## config.mk

```make
export PLATFORM = sky130hd
export DESIGN_NAME = seq_sorter_param
export DESIGN_NICKNAME = d
export VERILOG_FILES = /design/src/rtl/seq_sort_pkg.sv /design/src/rtl/seq_sort_cmp.sv /design/src/rtl/seq_sorter_param.sv
export SDC_FILE = /design/constraint.sdc
export NUM_CORES = 1
export LEC_CHECK = 0
export CAP_MARGIN = 20
export CORE_MARGIN = 3
export CORE_UTILIZATION = 40
export DETAILED_ROUTE_END_ITERATION = 10
export GPL_TIMING_DRIVEN = 0
export HOLD_SLACK_MARGIN = 0.08
export MAX_ROUTING_LAYER = met4
export PLACE_DENSITY = 0.64
export SETUP_SLACK_MARGIN = 0.2
export SYNTH_ARGS = -nofsm -noshare
export SYNTH_HDL_FRONTEND = slang
export SYNTH_HIERARCHICAL = 1
export SYNTH_SLANG_ARGS = --single-unit
```

## constraint.sdc

```tcl
create_clock -name clock -period 4.49 [get_ports clock]
set_input_delay 0.449 -clock clock [delete_from_list [all_inputs] [get_ports clock]]
set_output_delay 0.449 -clock clock [all_outputs]
set_load 0.02 [all_outputs]
```

## src/rtl/seq_sort_pkg.sv

```systemverilog
// ----------------------------------------------------------------------------
// seq_sort_pkg
//   Shared definitions for the sequential sorter and its display neighbours.
//   - sort_state_t : sorter FSM states (IDLE, LOAD, PASS, FINISH)
//   - hex_to_seg7  : hex digit to 7-segment pattern, used by the display scanner
//                    that sits outside the sorter. Bit order {g,f,e,d,c,b,a},
//                    1 = segment lit.
// ----------------------------------------------------------------------------
package seq_sort_pkg;

    typedef enum logic [1:0] {
        ST_IDLE   = 2'd0,
        ST_LOAD   = 2'd1,
        ST_PASS   = 2'd2,
        ST_FINISH = 2'd3
    } sort_state_t;

    function automatic logic [6:0] hex_to_seg7(input logic [3:0] i_hex);
        logic [6:0] w_seg;
        case (i_hex)
            4'h0:    w_seg = 7'h3F;
            4'h1:    w_seg = 7'h06;
            4'h2:    w_seg = 7'h5B;
            4'h3:    w_seg = 7'h4F;
            4'h4:    w_seg = 7'h66;
            4'h5:    w_seg = 7'h6D;
            4'h6:    w_seg = 7'h7D;
            4'h7:    w_seg = 7'h07;
            4'h8:    w_seg = 7'h7F;
            4'h9:    w_seg = 7'h6F;
            4'hA:    w_seg = 7'h77;
            4'hB:    w_seg = 7'h7C;
            4'hC:    w_seg = 7'h39;
            4'hD:    w_seg = 7'h5E;
            4'hE:    w_seg = 7'h79;
            default: w_seg = 7'h71;
        endcase
        return w_seg;
    endfunction

endpackage

```

## src/rtl/seq_sort_cmp.sv

```systemverilog
// ----------------------------------------------------------------------------
// seq_sort_cmp
//   Combinational compare stage of the bubble sorter.
//   Ports:
//     a, b     in  DATA_W  left / right operand
//     dir      in  1       0 = ascending, 1 = descending
//     swap     out 1       operands are out of order for dir (equal never swaps)
//     min_v    out DATA_W  smaller operand
//     max_v    out DATA_W  larger operand
// ----------------------------------------------------------------------------
module seq_sort_cmp #(
    parameter int DATA_W = 4
) (
    input  logic [DATA_W-1:0] a,
    input  logic [DATA_W-1:0] b,
    input  logic              dir,
    output logic              swap,
    output logic [DATA_W-1:0] min_v,
    output logic [DATA_W-1:0] max_v
);

    logic w_a_lt_b;
    logic w_a_gt_b;

    assign w_a_lt_b = (a < b);
    assign w_a_gt_b = (a > b);

    // Strict comparisons keep equal keys in place, which makes the sort stable.
    assign swap  = dir ? w_a_lt_b : w_a_gt_b;
    assign min_v = w_a_lt_b ? a : b;
    assign max_v = w_a_lt_b ? b : a;

endmodule

```

## src/rtl/seq_sorter_param.sv

```systemverilog
// ----------------------------------------------------------------------------
// seq_sorter_param
//   Sequential bubble sorter: DEPTH user-written entries of DATA_W bits, sorted
//   on request into a separate buffer, one compare per clock, stopping after
//   the first swap-free pass.
//   Ports:
//     clock, reset      system clock, synchronous active-high reset
//     wr_en, sel, num   entry write (registered once before use)
//     sort              start request, rising edge detected after registering
//     descending        order for the next run, sampled in LOAD
//     show_sorted       read view: 1 = sorted buffer (if valid), 0 = raw
//     rd_idx, rd_data   combinational read port
//     busy, done        run in progress / one-cycle end-of-run pulse
//     sorted_valid      sorted buffer matches the raw entries
//     swap_count        swaps of the last run, saturating
// ----------------------------------------------------------------------------
module seq_sorter_param
    import seq_sort_pkg::*;
#(
    parameter int DATA_W = 4,
    parameter int DEPTH  = 4,
    parameter int IDX_W  = $clog2(DEPTH),
    parameter int CNT_W  = 8
) (
    input  logic              clock,
    input  logic              reset,
    input  logic              wr_en,
    input  logic [IDX_W-1:0]  sel,
    input  logic [DATA_W-1:0] num,
    input  logic              sort,
    input  logic              descending,
    input  logic              show_sorted,
    input  logic [IDX_W-1:0]  rd_idx,
    output logic [DATA_W-1:0] rd_data,
    output logic              busy,
    output logic              done,
    output logic              sorted_valid,
    output logic [CNT_W-1:0]  swap_count
);

    localparam logic [IDX_W:0]   DEPTH_EXT = (IDX_W+1)'(DEPTH);
    localparam logic [IDX_W-1:0] LAST_IDX  = IDX_W'(DEPTH - 2);

    sort_state_t       r_state;
    sort_state_t       w_state_nxt;

    logic              r_wr_en;
    logic [IDX_W-1:0]  r_sel;
    logic [DATA_W-1:0] r_num;
    logic              r_sort;
    logic              r_sort_q;

    logic [DATA_W-1:0] r_raw    [DEPTH];
    logic [DATA_W-1:0] r_sorted [DEPTH];

    logic              r_dir;
    logic [IDX_W-1:0]  r_idx;
    logic              r_pass_swapped;
    logic [CNT_W-1:0]  r_swap_count;
    logic              r_stale;
    logic              r_sorted_valid;

    logic              w_sort_rise;
    logic              w_wr_ok;
    logic              w_busy;
    logic [IDX_W-1:0]  w_idx_nxt;
    logic              w_swap;
    logic              w_pass_swapped;
    logic [DATA_W-1:0] w_min;
    logic [DATA_W-1:0] w_max;

    assign w_sort_rise    = r_sort && !r_sort_q;
    assign w_wr_ok        = r_wr_en && ({1'b0, r_sel} < DEPTH_EXT);
    assign w_idx_nxt      = r_idx + IDX_W'(1);
    assign w_pass_swapped = r_pass_swapped || w_swap;

    seq_sort_cmp #(
        .DATA_W (DATA_W)
    ) u_cmp (
        .a     (r_sorted[r_idx]),
        .b     (r_sorted[w_idx_nxt]),
        .dir   (r_dir),
        .swap  (w_swap),
        .min_v (w_min),
        .max_v (w_max)
    );

    // ---------------- FSM: state register ----------------
    always_ff @(posedge clock) begin
        if (reset) r_state <= ST_IDLE;
        else       r_state <= w_state_nxt;
    end

    // ---------------- FSM: next state ----------------
    // NOTE: every signal assigned in always_comb gets a default first, so no
    // path can leave it unassigned and infer a latch.
    always_comb begin
        w_state_nxt = r_state;
        case (r_state)
            ST_IDLE:   if (w_sort_rise) w_state_nxt = ST_LOAD;
            ST_LOAD:   w_state_nxt = ST_PASS;
            ST_PASS:   if (r_idx == LAST_IDX && !w_pass_swapped) w_state_nxt = ST_FINISH;
            ST_FINISH: w_state_nxt = ST_IDLE;
            default:   w_state_nxt = ST_IDLE;
        endcase
    end

    // ---------------- FSM: outputs ----------------
    always_comb begin
        w_busy = 1'b0;
        done   = 1'b0;
        case (r_state)
            ST_LOAD, ST_PASS: w_busy = 1'b1;
            ST_FINISH:        done   = 1'b1;
            default:          ;
        endcase
    end

    assign busy = w_busy;

    // ---------------- datapath ----------------
    // NOTE: the entry arrays are small register banks, not RAM macros, so they
    // are cleared by reset like any other state.
    always_ff @(posedge clock) begin
        if (reset) begin
            r_wr_en        <= 1'b0;
            r_sel          <= '0;
            r_num          <= '0;
            r_sort         <= 1'b0;
            r_sort_q       <= 1'b0;
            for (int i = 0; i < DEPTH; i++) begin
                r_raw[i]    <= '0;
                r_sorted[i] <= '0;
            end
            r_dir          <= 1'b0;
            r_idx          <= '0;
            r_pass_swapped <= 1'b0;
            r_swap_count   <= '0;
            r_stale        <= 1'b0;
            r_sorted_valid <= 1'b0;
        end else begin
            r_wr_en  <= wr_en;
            r_sel    <= sel;
            r_num    <= num;
            r_sort   <= sort;
            r_sort_q <= r_sort;

            if (w_wr_ok) r_raw[r_sel] <= r_num;

            case (r_state)
                ST_LOAD: begin
                    r_sorted       <= r_raw;
                    r_dir          <= descending;
                    r_idx          <= '0;
                    r_pass_swapped <= 1'b0;
                    r_swap_count   <= '0;
                    r_stale        <= 1'b0;
                    r_sorted_valid <= 1'b0;
                end
                ST_PASS: begin
                    // NOTE: non-blocking assignments let both entries read their
                    // old values, so the pair exchanges in a single clock.
                    if (w_swap) begin
                        r_sorted[r_idx]     <= r_dir ? w_max : w_min;
                        r_sorted[w_idx_nxt] <= r_dir ? w_min : w_max;
                        if (r_swap_count != '1) r_swap_count <= r_swap_count + CNT_W'(1);
                    end
                    if (r_idx == LAST_IDX) begin
                        r_idx          <= '0;
                        r_pass_swapped <= 1'b0;
                    end else begin
                        r_idx          <= w_idx_nxt;
                        r_pass_swapped <= w_pass_swapped;
                    end
                end
                ST_FINISH: r_sorted_valid <= !r_stale;
                default:   ;
            endcase

            // A write always invalidates the sorted view; during a run it also
            // marks the snapshot as stale so FINISH will not re-validate it.
            if (w_wr_ok) begin
                r_sorted_valid <= 1'b0;
                if (w_busy) r_stale <= 1'b1;
            end
        end
    end

    assign sorted_valid = r_sorted_valid;
    assign swap_count   = r_swap_count;

    // ---------------- read port ----------------
    always_comb begin
        rd_data = '0;
        if ({1'b0, rd_idx} < DEPTH_EXT) begin
            if (show_sorted && r_sorted_valid) rd_data = r_sorted[rd_idx];
            else                               rd_data = r_raw[rd_idx];
        end
    end

endmodule

```

==> summary.md <==
| Metric | Value |
|---|---|
| Clock Path Buffers | 2 |
| Dpl ws | 0.417 ns |
| Synth Warn # | 6 |
| R2R depth | 14 |
| Final worst-path cycle share | 90.0% |
| R2R Path Start | r_idx[0]$_SDFFE_PP0P_ |
| PostCTS Resize Cnt | 0 |
| CTS root buf | clkbuf_8 |
| Share of layout cells above drive strength 1 | between 10% and 20% |
| Post-synth EDFFs | 0 |
| Critical path class | reg2reg |
| Slew at the pin closest to its max-slew limit | between 0.7 and 0.8 ns |
| Fillers | 858 |
| Met1 usage | 28.0% |
| Syn_nets | approximately 450 |
| Die area | 0.0105 mm² |
| Post-synth top area share | 30.7% |
| Synth Cell Area | 0.00372 mm² |
| Clock tree sinks | 57 |
| Cell Pwr Density | 623 mW/mm² |
| Post-CTS Hold Fix Bufs | 0 |
| Area growth syn-to-layout | 16.4% |
| Clock latency on the worst-skew pair | 0.34 ns |
| Run status | complete, no violations |
| Routed vias/inst | 5.87 |
| Reg area | 0.00114 mm² |
| Synth Area in XOR/XNOR | 0% |
| Post-CTS Setup Inserts | 0 |
| Largest family of logic cells by synthesized area | compound AO/OA/AOI/OAI gates |
| Total wire length | roughly 10000 µm |
| Initial core utilization | 41.8% |
| Most frequent cell after synthesis | dfxtp_1 |
| M3 GR Usage | between 3 and 4% |
| Die X | just over 100 µm |
| Largest area contributor in the netlist | dfxtp_1 |
| First-pass GRT wire length | 16200 µm |
| Worst hold endpoint | r_sort_q$_SDFF_PP0_ |
| Vias | 3293 |
| Area fraction in and, or, nand and nor cells after synthesis | between 15 and 20% |
| Cells after Synth | 412 |
| H-tree depth | 3 |
| Nets | 483 |
| Total global routing overflow | 0 |
| Row Count | 34 |
| Buf/Inv on CP | 4 |
| Max-Cap Viols | 0 |
| Slowest CP cell | mux2_1 |
| Period minus WS final | roughly 4.0 ns |
| CP max stage delay | 0.50 ns |
| Most instantiated cells after synthesis | dfxtp_1 (57), nand2_1 (50), nor2_1 (38), ha_1 (21) |
| Die height | 102 µm |
| Hold path cells | 1 |
| Yosys reg bits | 57 |
| Unrepaired setup endpoints after global routing | no |
| R2R Path End | r_state[1]$_SDFFE_PP0P_ |
| Final slew viol count | 0 |
| Min-Delay Path Class | reg2reg |
| Core Area | 0.00889 mm² |
| Quantity of I/O buffers inserted on ports | 25 |
| Cell family with most CP delay | multiplexers |
| Avg WL per Cell | 17.8 µm |
| Max IR drop VDD | approximately 0.24 mV |
| Post-synth cell types | 49 |
| 1st-pass router iterations | 5 |
| Post-route DRC | 0 |
| Tot GR Track Use | 20.8% |
| Syn Area/Cell | 9.02 µm² |
| Dominant cells by area after synthesis | dfxtp_1 (31%), mux4_2 (9.7%), ha_1 (7.1%) |
| Vias in the first global route | approximately 3100 |
| Initial antenna violation count | 0 |
| CTS tree | built |
| Setup violators final | 0 |
| Adder-Cell Fraction of Synth Area | slightly above 7% |
| Min-Delay Startpoint | r_sort$_SDFF_PP0_ |
| Fmax | between 200 and 250 MHz |
| Iter 0 DRT Violations | 289 |
| Critical path depth in cells | 14 |
| Largest net degree at the start of global routing | 13 |
| Crit path DAT | 4.26 ns |
| Seq/Total Area, Yosys | 30.7% |
| Top Usage Layer GRT | met2 |
| Leak | 1.52 nW |
| Clk slew on worst S/H paths | 0.08 ns |
| Skew final | ~0.0085 ns |
| Setup crit start kind | register |
| Ys flop type | dfxtp_1 |
| CTS buffer count | 9 |
| CP endpoint kind | register |
| Flop2flop setup slack | between 0.4 and 0.5 ns |
| Final Hold Violating Endpoints | 0 |
| Worst-path fanout max | 10 |
| # IOs | 29 |
| Compound-Gate Fraction of Synth Area | 20.5% |
| Mux cell area share after synthesis | 18.2% |
| Multi-input combinational cell area | 0.00234 mm² |
| DPL Wire Length | 7460 µm |
| Setup_tns | 0 ns |
| Met2 GRT Util | 33.0% |
| Async S/R FF share, synth | 0% |
| Final GP Congestion | around 0.91 |
| Final worst slack | 0.447 ns |
| CP required | ~4.7 ns |
| Final ANT Viol Nets | 0 |
| Critical Path, Cell by Cell | buf_2, inv_1, ha_1, mux4_2, inv_1, ha_1, inv_2, nand2_1, o21ai_4, mux2_1, or3b_1, a22oi_2, mux2i_1, nor2_1 |
| N_diodes | 0 |
| Relative slew slack | between 50% and 60% |
==> cell usage in the layout, fill, tap and decap left out, types with 17 or more instances in the layout <==
cell type        netlist  final
a221oi_1              17     17
clkbuf_1              20     20
clkdlybuf4s50_1        0     25
dfxtp_1               57     57
ha_1                  21     21
inv_1                 19     19
mux2i_1               18     18
nand2_1               50     50
nor2_1                38     38
o211ai_1              20     20
==> per-stage QoR <==
stage	hold slack [ns]	cells	utilization [%]	area [µm²]	total power, mW
finish	0.486	561	48.7	4330	2.70
global route	0.504	561	48.7	4330	2.88
floorplan	0.439	412	-	3720	1.77
CTS	0.482	561	48.7	4330	2.69
global placement	0.451	545	46.1	4100	2.08
detailed placement	0.474	545	46.1	4100	2.12
==> kinds of logic after synthesis <==
| kind of cell | count (synthesis) |
|---|---|
| AOI/OAI and AO/OA | 94 |
| and+or+nand+nor | 138 |
| DFF | 57 |
| muxes | 46 |
| buffers and inverters | 56 |
| adders and majority gates | 21 |
==> how the worst max path moves through the flow <==
stage | slack (ns) | end | from
6_report | 0.45 | r_state[1]$_SDFFE_PP0P_ | r_idx[0]$_SDFFE_PP0P_
2_1_floorplan | 0.92 | r_state[1]$_SDFFE_PP0P_ | r_idx[0]$_SDFFE_PP0P_
4_1_cts | 0.41 | r_state[1]$_SDFFE_PP0P_ | r_idx[0]$_SDFFE_PP0P_
5_1_grt | 0.23 | r_state[1]$_SDFFE_PP0P_ | r_idx[0]$_SDFFE_PP0P_
3_3_place_gp | 0.49 | r_state[1]$_SDFFE_PP0P_ | r_idx[0]$_SDFFE_PP0P_
3_5_place_dp | 0.42 | r_state[1]$_SDFFE_PP0P_ | r_idx[0]$_SDFFE_PP0P_
==> state kept, by name, indices dropped and copies added, names as in the netlist <==
| signal | cells |
|---|---|
| r_raw | 16 |
| r_sorted | 16 |
| swap_count | 8 |
| r_num | 4 |
| r_idx | 2 |
| r_sel | 2 |
| r_state | 2 |
| r_dir | 1 |
| r_pass_swapped | 1 |
| r_sort | 1 |
| r_sort_q | 1 |
| r_stale | 1 |
| r_wr_en | 1 |
| sorted_valid | 1 |
==> where the power goes <==
| group | total [mW] | switching (mW) | leakage, nW | internal [mW] |
|---|---|---|---|---|
| Combinational | 1.45 | 0.886 | 0.945 | 0.560 |
| Clock | 0.565 | 0.248 | 0.106 | 0.317 |
| Sequential | 0.687 | 0.0879 | 0.465 | 0.599 |
==> layer usage <==
layer | part of all wire [%] | wire length [µm]
met1 | 46 | 4540
met2 | 49 | 4880
met3 | 4.0 | 400
met4 | 1.5 | 147
met5 | 0 | 0
==> cell type report <==
cell class,count,share of cell area [%]
plain buffers,35,3.56
well taps,108,3.12
repair buffers,25,5.78
clock buffers,9,2.86
clock inverters,7,2.34
flip-flops and latches,57,26.4
multi-input cells,299,54.1
inverters,21,1.82
Note: power is estimated with default switching activity, not from simulation.
